[src/rtl/aud_recorder_multi.sv]
// I2S record-path capture engine: left, right, stereo-interleaved or mono-mix words out to SRAM.
// Write strobe lands one bclk after a word's LSB; no backpressure, the SRAM port takes every o_valid.
module aud_recorder_multi #(
  parameter int DATA_W    = 16,
  parameter int ADDR_W    = 20,
  parameter int MAX_WORDS = 1000000
) (
  input  logic              i_bclk,
  input  logic              i_rst,
  input  logic              i_lrc,
  input  logic              i_data,
  input  logic [1:0]        i_mode,
  input  logic              i_start,
  input  logic              i_pause,
  input  logic              i_stop,
  output logic [ADDR_W-1:0] o_address,
  output logic [DATA_W-1:0] o_data,
  output logic              o_valid,
  output logic              o_busy,
  output logic              o_full,
  output logic [ADDR_W:0]   o_len
);

  localparam int              CNT_W    = $clog2(DATA_W);
  localparam logic [ADDR_W:0] MAX_L    = (ADDR_W+1)'(MAX_WORDS);
  localparam logic [CNT_W-1:0] LAST_BIT = CNT_W'(DATA_W-1);

  typedef enum logic [2:0] {
    S_IDLE,
    S_SYNC,
    S_CAPTURE,
    S_WAIT,
    S_PAUSE
  } state_t;

  state_t state_q, state_d;

  logic              lrc_d;
  logic [CNT_W-1:0]  bit_cnt;
  logic [DATA_W-2:0] shift_q;
  logic [1:0]        mode_q;
  logic              slot_q;
  logic [DATA_W-1:0] mix_l_q;
  logic              pend_q;
  logic [DATA_W-1:0] pend_dat_q;

  logic                     boundary;
  logic                     sync_tgt;
  logic                     wait_tgt;
  logic                     enter_cap;
  logic                     cap_last;
  logic                     cap_wr;
  logic                     cap_mix_l;
  logic                     hit_full;
  logic                     room_fail;
  logic                     full_set;
  logic                     clr_rec;
  logic                     start_cap;
  logic [DATA_W-1:0]        word;
  logic signed [DATA_W:0]   mix_sum;
  logic [ADDR_W:0]          len_next;

  assign boundary = (i_lrc != lrc_d);
  assign sync_tgt = (mode_q == 2'd1);
  assign word     = {shift_q, i_data};
  assign mix_sum  = $signed({mix_l_q[DATA_W-1], mix_l_q}) + $signed({word[DATA_W-1], word});
  assign len_next = o_len + (ADDR_W+1)'(pend_q);

  // Stereo and mix alternate slots; single-channel modes always return to their own slot.
  always_comb begin
    wait_tgt = ~slot_q;
    if (mode_q == 2'd0) wait_tgt = 1'b0;
    else if (mode_q == 2'd1) wait_tgt = 1'b1;
  end

  assign enter_cap = boundary && (((state_q == S_SYNC) && (i_lrc == sync_tgt)) ||
                                  ((state_q == S_WAIT) && (i_lrc == wait_tgt)));
  assign cap_last  = (state_q == S_CAPTURE) && (bit_cnt == LAST_BIT);
  assign cap_wr    = cap_last && ((mode_q != 2'd3) || slot_q);
  assign cap_mix_l = cap_last && (mode_q == 2'd3) && !slot_q;
  assign hit_full  = pend_q && (len_next == MAX_L);
  // A stereo frame must fit whole, otherwise the L word would be orphaned.
  assign room_fail = enter_cap && (mode_q == 2'd2) && !i_lrc &&
                     ((MAX_L - len_next) < (ADDR_W+1)'(2));

  always_comb begin
    state_d   = state_q;
    clr_rec   = 1'b0;
    start_cap = 1'b0;
    full_set  = hit_full;
    if (i_stop) begin
      state_d = S_IDLE;
    end else if ((state_q != S_IDLE) && (hit_full || room_fail)) begin
      state_d  = S_IDLE;
      full_set = 1'b1;
    end else if (i_pause && ((state_q == S_SYNC) || (state_q == S_CAPTURE) ||
                             (state_q == S_WAIT))) begin
      state_d = S_PAUSE;
    end else begin
      unique case (state_q)
        S_IDLE: begin
          if (i_start) begin
            state_d = S_SYNC;
            clr_rec = 1'b1;
          end
        end
        S_SYNC, S_WAIT: begin
          if (enter_cap) begin
            state_d   = S_CAPTURE;
            start_cap = 1'b1;
          end
        end
        S_CAPTURE: begin
          if (cap_last) state_d = S_WAIT;
        end
        S_PAUSE: begin
          if (i_start) state_d = S_SYNC;
        end
        default: state_d = S_IDLE;
      endcase
    end
  end

  always_ff @(posedge i_bclk) begin
    if (i_rst) begin
      state_q    <= S_IDLE;
      lrc_d      <= 1'b0;
      bit_cnt    <= '0;
      shift_q    <= '0;
      mode_q     <= 2'd0;
      slot_q     <= 1'b0;
      mix_l_q    <= '0;
      pend_q     <= 1'b0;
      pend_dat_q <= '0;
      o_address  <= '0;
      o_data     <= '0;
      o_valid    <= 1'b0;
      o_busy     <= 1'b0;
      o_full     <= 1'b0;
      o_len      <= '0;
    end else begin
      state_q <= state_d;
      lrc_d   <= i_lrc;
      o_busy  <= (state_d != S_IDLE);
      o_valid <= pend_q;
      pend_q  <= cap_wr;
      if (cap_wr)    pend_dat_q <= (mode_q == 2'd3) ? DATA_W'(mix_sum >>> 1) : word;
      if (cap_mix_l) mix_l_q    <= word;
      // A completed word is written even if stop or pause arrived with its LSB.
      if (pend_q) begin
        o_data    <= pend_dat_q;
        o_address <= o_len[ADDR_W-1:0];
        o_len     <= len_next;
      end
      if (full_set) o_full <= 1'b1;
      if (clr_rec) begin
        mode_q <= i_mode;
        o_len  <= '0;
        o_full <= 1'b0;
      end
      if (start_cap) begin
        slot_q  <= i_lrc;
        bit_cnt <= '0;
      end else if ((state_q == S_CAPTURE) && (state_d == S_CAPTURE)) begin
        shift_q <= word[DATA_W-2:0];
        bit_cnt <= bit_cnt + CNT_W'(1);
      end
    end
  end

endmodule

[config.mk]
export PLATFORM = sky130hd
export DESIGN_NAME = aud_recorder_multi
export DESIGN_NICKNAME = d
export VERILOG_FILES = /design/src/rtl/aud_recorder_multi.sv
export SDC_FILE = /design/constraint.sdc
export NUM_CORES = 1
export LEC_CHECK = 0
export ABC_AREA = 1
export BUFFER_PORTS_ARGS = -buffer_cell sky130_fd_sc_hd__buf_2
export CORE_AREA = 10 10 124 126
export CTS_CLUSTER_DIAMETER = 60
export DETAILED_ROUTE_END_ITERATION = 6
export DIE_AREA = 0 0 134 136
export PLACE_DENSITY = 0.72
export SYNTH_ARGS = -nofsm -noshare
export SYNTH_HDL_FRONTEND = slang
export SYNTH_SLANG_ARGS = --single-unit
export TNS_END_PERCENT = 20
[constraint.sdc]
create_clock -name i_bclk -period 3.1 [get_ports i_bclk]
set_clock_uncertainty 0.15 [all_clocks]
set_input_delay 0.155 -clock i_bclk [delete_from_list [all_inputs] [get_ports i_bclk]]
set_output_delay 0.155 -clock i_bclk [all_outputs]
set_load 0.02 [all_outputs]
After elaboration in Yosys (flattened, before gate mapping)
Cells that the tools add are included.
{"block": "word_totals", "regBits": 119, "inputBits": 9, "output_inout_bits": 60, "elab_cells": 88}
{"block": "op_classes", "n_addsub": 4, "magnitude_cmp": 1, "n_eq_ne": 14, "muxes": 22, "bitwise_logic": 2, "reduce_logical": 30}
{"cell": "$add A21 B1 Y21", "n": 1}
{"cell": "$eq A21 B20 Y1 const B", "n": 1}
{"cell": "$lt A21 B2 Y1 const B", "n": 1}
{"cell": "$sub A20 B21 Y21 const A", "n": 1}
{"cell": "$mux W3", "n": 6}
{"cell": "$add A16 B16 Y17", "n": 1}
{"cell": "$mux W16", "n": 1}
{"cell": "$logic_and A1 B1 Y1", "n": 14}
{"cell": "$mux W1", "n": 14}
{"cell": "$eq A3 B2 Y1 const B", "n": 3}
{"cell": "$pmux W3 S3", "n": 1}
{"cell": "$reduce_or A2 Y1", "n": 4}
{"cell": "$reduce_bool A3 Y1", "n": 2}
{"cell": "$logic_or A1 B1 Y1", "n": 5}
{"cell": "$add A4 B1 Y4 const B", "n": 1}
{"cell": "$eq A2 B2 Y1 const B", "n": 2}
{"cell": "$eq A4 B4 Y1 const B", "n": 1}
{"cell": "$eq A3 B1 Y1 const B", "n": 1}
{"cell": "$eq A3 B3 Y1 const B", "n": 1}
{"cell": "$logic_not A3 Y1", "n": 1}
{"cell": "$eq A1 B1 Y1", "n": 2}
{"cell": "$eq A2 B1 Y1 const B", "n": 1}
{"cell": "$logic_not A1 Y1", "n": 2}
{"cell": "$logic_not A2 Y1", "n": 1}
{"cell": "other kinds (4)", "n": 5}

Logic depth before layout (Yosys ltp)
{"block": "depth", "ltp_word": 17, "ltp_mapped": 26, "mapped_depth_nobuf": 25}

Least setup slack after synthesis
No wires, ideal clock.
{"block": "synth_timing", "path_type": "flip-flop to flip-flop", "start": "register o_len[0]", "end": "register shift_q[12]", "setup_ns": 0.113, "t_arrival_ns": 2.833, "required_time_ns": 2.837, "path_slack_ns": 0.004, "stages_incl_launch_ff": 27, "n_path_buf": 1, "period_less_slack_ns": 3.096, "path_cell_list": "dfxtp_1 > ha_1 > ha_1 > inv_1 > ha_1 > inv_1 > nor2_1 > nand2_1 > nor2_1 > nand2_1 > nand2_1 > nand2_1 > nand2_1 > nand2_1 > nor2_1 > nand2_1 > nor2_1 > nand2_1 > nor2_1 > nand2_1 > nand2_2 > nand2_4 > nand4_4 > buf_6 > nand2_1 > nand2_1 > nor2_1"}
{"block": "synth_via", "elab_chain_len": 11, "word_cells_on_any_way": 16, "cone_classes": "add/sub: 2; order compare: 1; eq/ne: 2; mux: 4; bitwise: 1; reduce/logical: 6"}
{"element": "start: declaration", "line": "21", "text": "output logic [ADDR_W:0] o_len"}
{"element": "start signal: assignment", "line": "153", "text": "o_len <= len_next;"}
{"element": "$add A21 B1 Y21 (*)", "line": "67", "text": "assign len_next = o_len + (ADDR_W+1)'(pend_q);"}
{"element": "via len_next[1]", "line": "61", "text": "logic [ADDR_W:0] len_next;"}
{"element": "$sub A20 B21 Y21", "line": "84", "text": "((MAX_L - len_next) < (ADDR_W+1)'(2));"}
{"element": "$lt A21 B2 Y1", "line": "84"}
{"element": "$logic_and A1 B1 Y1", "line": "83", "text": "assign room_fail = enter_cap && (mode_q == 2'd2) && !i_lrc &&"}
{"element": "$logic_or A1 B1 Y1 (*)", "line": "93", "text": "end else if ((state_q != S_IDLE) && (hit_full || room_fail)) begin"}
{"element": "$logic_and A1 B1 Y1 (*)", "line": "93"}
{"element": "$mux W3", "line": "93"}
{"element": "$mux W3", "line": "91", "text": "if (i_stop) begin"}
{"element": "$eq A3 B2 Y1", "line": "164", "text": "end else if ((state_q == S_CAPTURE) && (state_d == S_CAPTURE)) begin"}
{"element": "$logic_and A1 B1 Y1", "line": "164"}
{"element": "$reduce_and A2 Y1 (no source line) (*)"}
{"element": "end signal: assignment", "line": "165", "text": "shift_q <= word[DATA_W-2:0];"}
{"element": "end: declaration", "line": "40", "text": "logic [DATA_W-2:0] shift_q;"}
Mark *: on every way through the listed nets, which the timed path passes. The rest lies on a longest branch.
A chain may end at the register's enable or synchronous reset.

Worst setup path after layout
{"block": "layout_timing", "start": "register o_len[4]", "end": "register shift_q[12]"}
{"block": "layout_via", "elab_chain_len": 11, "word_cells_on_any_way": 16, "cone_classes": "add/sub: 2; order compare: 1; eq/ne: 2; mux: 4; bitwise: 1; reduce/logical: 6"}
{"element": "$add A21 B1 Y21 (*)", "line": "67"}
{"element": "$sub A20 B21 Y21", "line": "84"}
{"element": "$lt A21 B2 Y1", "line": "84"}
{"element": "$logic_and A1 B1 Y1", "line": "83"}
{"element": "$logic_or A1 B1 Y1 (*)", "line": "93"}
{"element": "$logic_and A1 B1 Y1 (*)", "line": "93"}
{"element": "$mux W3", "line": "93"}
{"element": "$mux W3", "line": "91"}
{"element": "$eq A3 B2 Y1", "line": "164"}
{"element": "$logic_and A1 B1 Y1", "line": "164"}
{"element": "$reduce_and A2 Y1 (no source line) (*)"}
Mark *: on every way between the ends. The rest lies on a longest branch, timed or not.

==> results.cfg <==
[yosys]
distinct_cells_synth = 38
synth_compound_area_share_pct = 18.4
async_reset_ff_share_pct = 0
multiplexer_share_of_the_synthesized_area_pct = 0
netlist.area_leader.share_pct = 37.0
netlist_top_cells_area = dfxtp_1 37%, nand2_1 12%, a21oi_1 9.1%, o21ai_0 7.5%, inv_1 6.9%
synth-adder-area-share_pct = 4.01
yosys_warnings = 0
synth_area_per_inst_um2 = 6.62
synth-seq-cells = 119
largest_family_of_logic_cells_by_synthesized_area = simple AND/OR/NAND/NOR gates
synth_area_mm2 = 0.00643
synth-seq-area-share_pct = 37.0
post_synth_and_or_nand_nor_area_fraction_pct = 28.6
synthDominantAreaCellType = dfxtp_1
synth.net_count = 1001
synth_xor_area_share_pct = 2.18
postSynthCellCount = 972
dominantRegCellSynth = dfxtp_1
synth_enable_flop_cells = 0

[place]
placed_cell_area_mm2 = 0.00723
placed_cells = 1231
finalWeightedCongestion = 0.925
dpl.hpwl_mm = 12.9
port_buf_inserts = 68
pre_cts_ws_ns = -0.165

[floorplanning]
fp.dieArea_mm2 = 0.0182
dieWidth_um = 134
die_height_um = 136
floorplan.initialDensity_pct = 49.6
io_pins = 69
design.core.area_mm2 = 0.0130
rows = 42

[finish]
n_antenna_cell = 0
instances_no_fill = 1287
multiInputGateArea_mm2 = 0.00363
n_fill_cell = 1167
area.sequential_mm2 = 0.00239
fin_area_mm2 = 0.00836
syn2layout_area_growth_pct = 29.9
share_of_cells_above_drive_strength_1_pct = 21.8
layout.nets = 1127

[critical_path]
startpoint_of_the_worst_register_to_register_path = o_len[4]
r2r.worst_path.cells = 20
ff2ff_setup_slack_ns = -0.05
timing.critical_path.to_type = flop
path_common_cell = nand2_1
critical_path.max_stage_delay_ns = 0.44
path_cells = nand2_1 -> nor2_4 -> nand4_1 -> buf_4 -> nand3b_1 -> xor2_1 -> inv_1 -> nand3_1 -> nand2_1 -> nand2_1 -> nor2_1 -> nand2_1 -> nand2_2 -> nand2_4 -> nand4_4 -> buf_4 -> buf_12 -> nand2_1 -> nand2_1 -> nor2_1
path_max_fanout = 8
timing.critical_path.slowest_stage_cell = dfxtp_1
critical_path.top_delay_family = simple AND/OR/NAND/NOR gates
arrival_ns = 3.35
cp.buffers_inverters = 4
worstReg2RegEnd = shift_q[12]
timing.setup.critical_path_class = flop to flop
required_ns = 3.30
critical_path.startpoint_type = flop

[routing]
num_vias = 6706
drtIter0Drc = 521
drt-vias-per-instance = 5.21
drt.antenna.violating_nets = 0
drt-total-wl_mm = 19.5
drt_first_pass_iters = 5
route.detailed.wl_per_inst_um = 15.2
post-route-drc-count = 0

[pwr]
sequentialPowerShare_pct = 40.7
p_int_uw = 2930
clkPwrFrac_pct = 57.0
combinationalPowerShare_pct = 2.4
leakagePower_uw = 0.00404
power_switching_share_pct = 22.7
switchingPower_uw = 857
ir_worst_vdd_uv = 529
power_per_cell_area_mw_per_mm2 = 453
finalPower_uw = 3780

[timing]
grt_setup_unrepaired = true
final_critical_path_setup_slack_ns = -0.0465
report.final.hold_viol_count = 0
finalSetupViolations = 2
worst_slew_pin_slew_ns = 0.675
max_freq_mhz = 318
max-slew-margin-rel_pct = 55.0
timing.final.max_slew_violations = 0
finalCritPeriodShare_pct = 101
finalCriticalPeriod_ns = 3.15

[clocking]
clock_tree.root_cell = clkbuf_16
cts_max_path_buffers = 2
cts.sinks = 119
tritoncts = yes
ctsHtreeMaxLevel = 4
total_clock_buffers_created_by_cts = 17
insertion_delay_ns = 0.42
cts.reportedPaths.clkPinSlew_ns = 0.06

[global_route]
grt_overflow = 0
initial_antenna_violation_count = 0
grt_pass1_wl_mm = 31.0
grt_max_degree = 72
gr-usage-all-layers_pct = 20.7
grt_pass1_vias = 6240

[outcome]
status = finished, violations left
failed_checks = setup timing

[run]
max_cap_viol_count = 0

[hold_path]
hold_path.startpoint = i_rst
worst_hold_path.num_cells = 2
min-delay-path-class = primary input to flop
hold-path-endpoint = lrc_d
==> cell usage in the layout, fill, tap and decap left out, types with 5 or more instances in the layout <==
cell	Yosys	routed
nand2_1	212	197
inv_1	119	117
dfxtp_1	119	115
a21oi_1	117	114
nor2_1	115	101
o21ai_0	97	93
buf_2	1	70
buf_4	2	57
nand3_1	48	44
nand2_2	11	22
nand4_1	21	21
clkbuf_16	0	18
ha_1	19	16
nor2_4	5	12
nor2_2	3	10
xor2_1	11	10
dlygate4sd3_1	0	7
nand3_2	1	5
nand2_4	1	5
xnor2_1	5	5
inv_6	0	5
==> timing repair <==
action                     in CTS  in global routing
resized for setup              26                 51
buffers inserted                7                  7
pin swaps                      12                 26
hold buffers                    7                  0
setup endpoints to repair      24                 28
cloned                          2                  2
hold endpoints to repair        9                  0
==> registers in the layout (all words and copies together) (netlist names), 2 cells and up <==
name / flops
o_len: 21
o_address: 20
mix_l_q: 16
o_data: 16
pend_dat_q: 16
shift_q: 15
bit_cnt: 4
state_q: 3
mode_q: 2
==> worst reg2reg max path, delay by kind of cell (launching register included) <==
kind / cells / cell delay, ns
xor gates and xnor gates: 1 / 0.25
buffers and inverters: 4 / 0.59
DFF: 1 / 0.44
and+or+nand+nor: 15 / 1.67
==> final cells by class <==
type | count | share of cell area [%]
multi-input combinational | 692 | 43.5
sequential | 119 | 28.6
timing repair buffer | 143 | 12.0
inverter | 125 | 5.65
clock buffer | 17 | 5.09
tap | 176 | 2.64
clock inverter | 15 | 2.56
==> metrics by stage <==
stage,setup TNS [ns],hold WS (ns),utilization [%]
final,-0.0510,0.0697,64.4
after global routing,-4.64,0.0641,64.4
after CTS,0,0.0492,62.8
after detailed placement,-2.93,0.287,55.7
after global placement,-2.42,0.279,55.7
after floorplan,0,0.130,-
==> power by group through the flow <==
stage	clock, µW	combinational [µW]	sequential, µW
after detailed placement	0	78.1	1570
after CTS	2170	86.2	1540
after global routing	2240	98.0	1540
after global placement	0	77.4	1570
after floorplan	0	51.1	1570
final	2160	89.0	1540
==> kinds of logic after synthesis <==
kind of cell    Yosys count
fa+ha+maj                20
buf+inv                 161
simple gates            427
xor+xnor                 16
compound gates          229
flops                   119
==> synth_stat cells, types with 2 or more instances <==
| library cell | number |
|---|---|
| o31ai_1 | 3 |
| a211oi_1 | 3 |
| xor2_1 | 11 |
| nand2_2 | 11 |
| nor2_4 | 5 |
| inv_1 | 119 |
| nand4_1 | 21 |
| nor2_2 | 3 |
| xnor2_1 | 5 |
| clkinv_1 | 3 |
| o21ai_0 | 97 |
| nand3b_1 | 3 |
| buf_6 | 2 |
| a31oi_1 | 2 |
| ha_1 | 19 |
| clkbuf_1 | 30 |
| nand2_1 | 212 |
| a21oi_1 | 117 |
| dfxtp_1 | 119 |
| inv_2 | 3 |
| nor3_1 | 5 |
| nand3_1 | 48 |
| buf_4 | 2 |
| nor2_1 | 115 |
==> layer usage <==
metal	part of all wire (%)	track usage, %	vias to the layer above	wire [µm]
li1	-	-	3419	-
met2	47	33.6	224	9150
met4	1.7	6.65	0	336
met3	6.2	5.24	35	1200
met5	0	0	-	0
met1	45	26.4	3028	8830
==> worst max path at each step <==
stage	start	cells after the start	slack [ns]	to
6_report	o_len[4]	20	-0.05	shift_q[12]
5_1_grt	pend_q	27	-0.25	shift_q[12]
4_1_cts	pend_q	26	0.0007	shift_q[2]
3_5_place_dp	o_len[0]	24	-0.16	shift_q[4]
3_3_place_gp	o_len[0]	26	-0.13	shift_q[10]
2_1_floorplan	o_len[0]	26	0.004	shift_q[12]
Power figures use the tool's default switching activity.
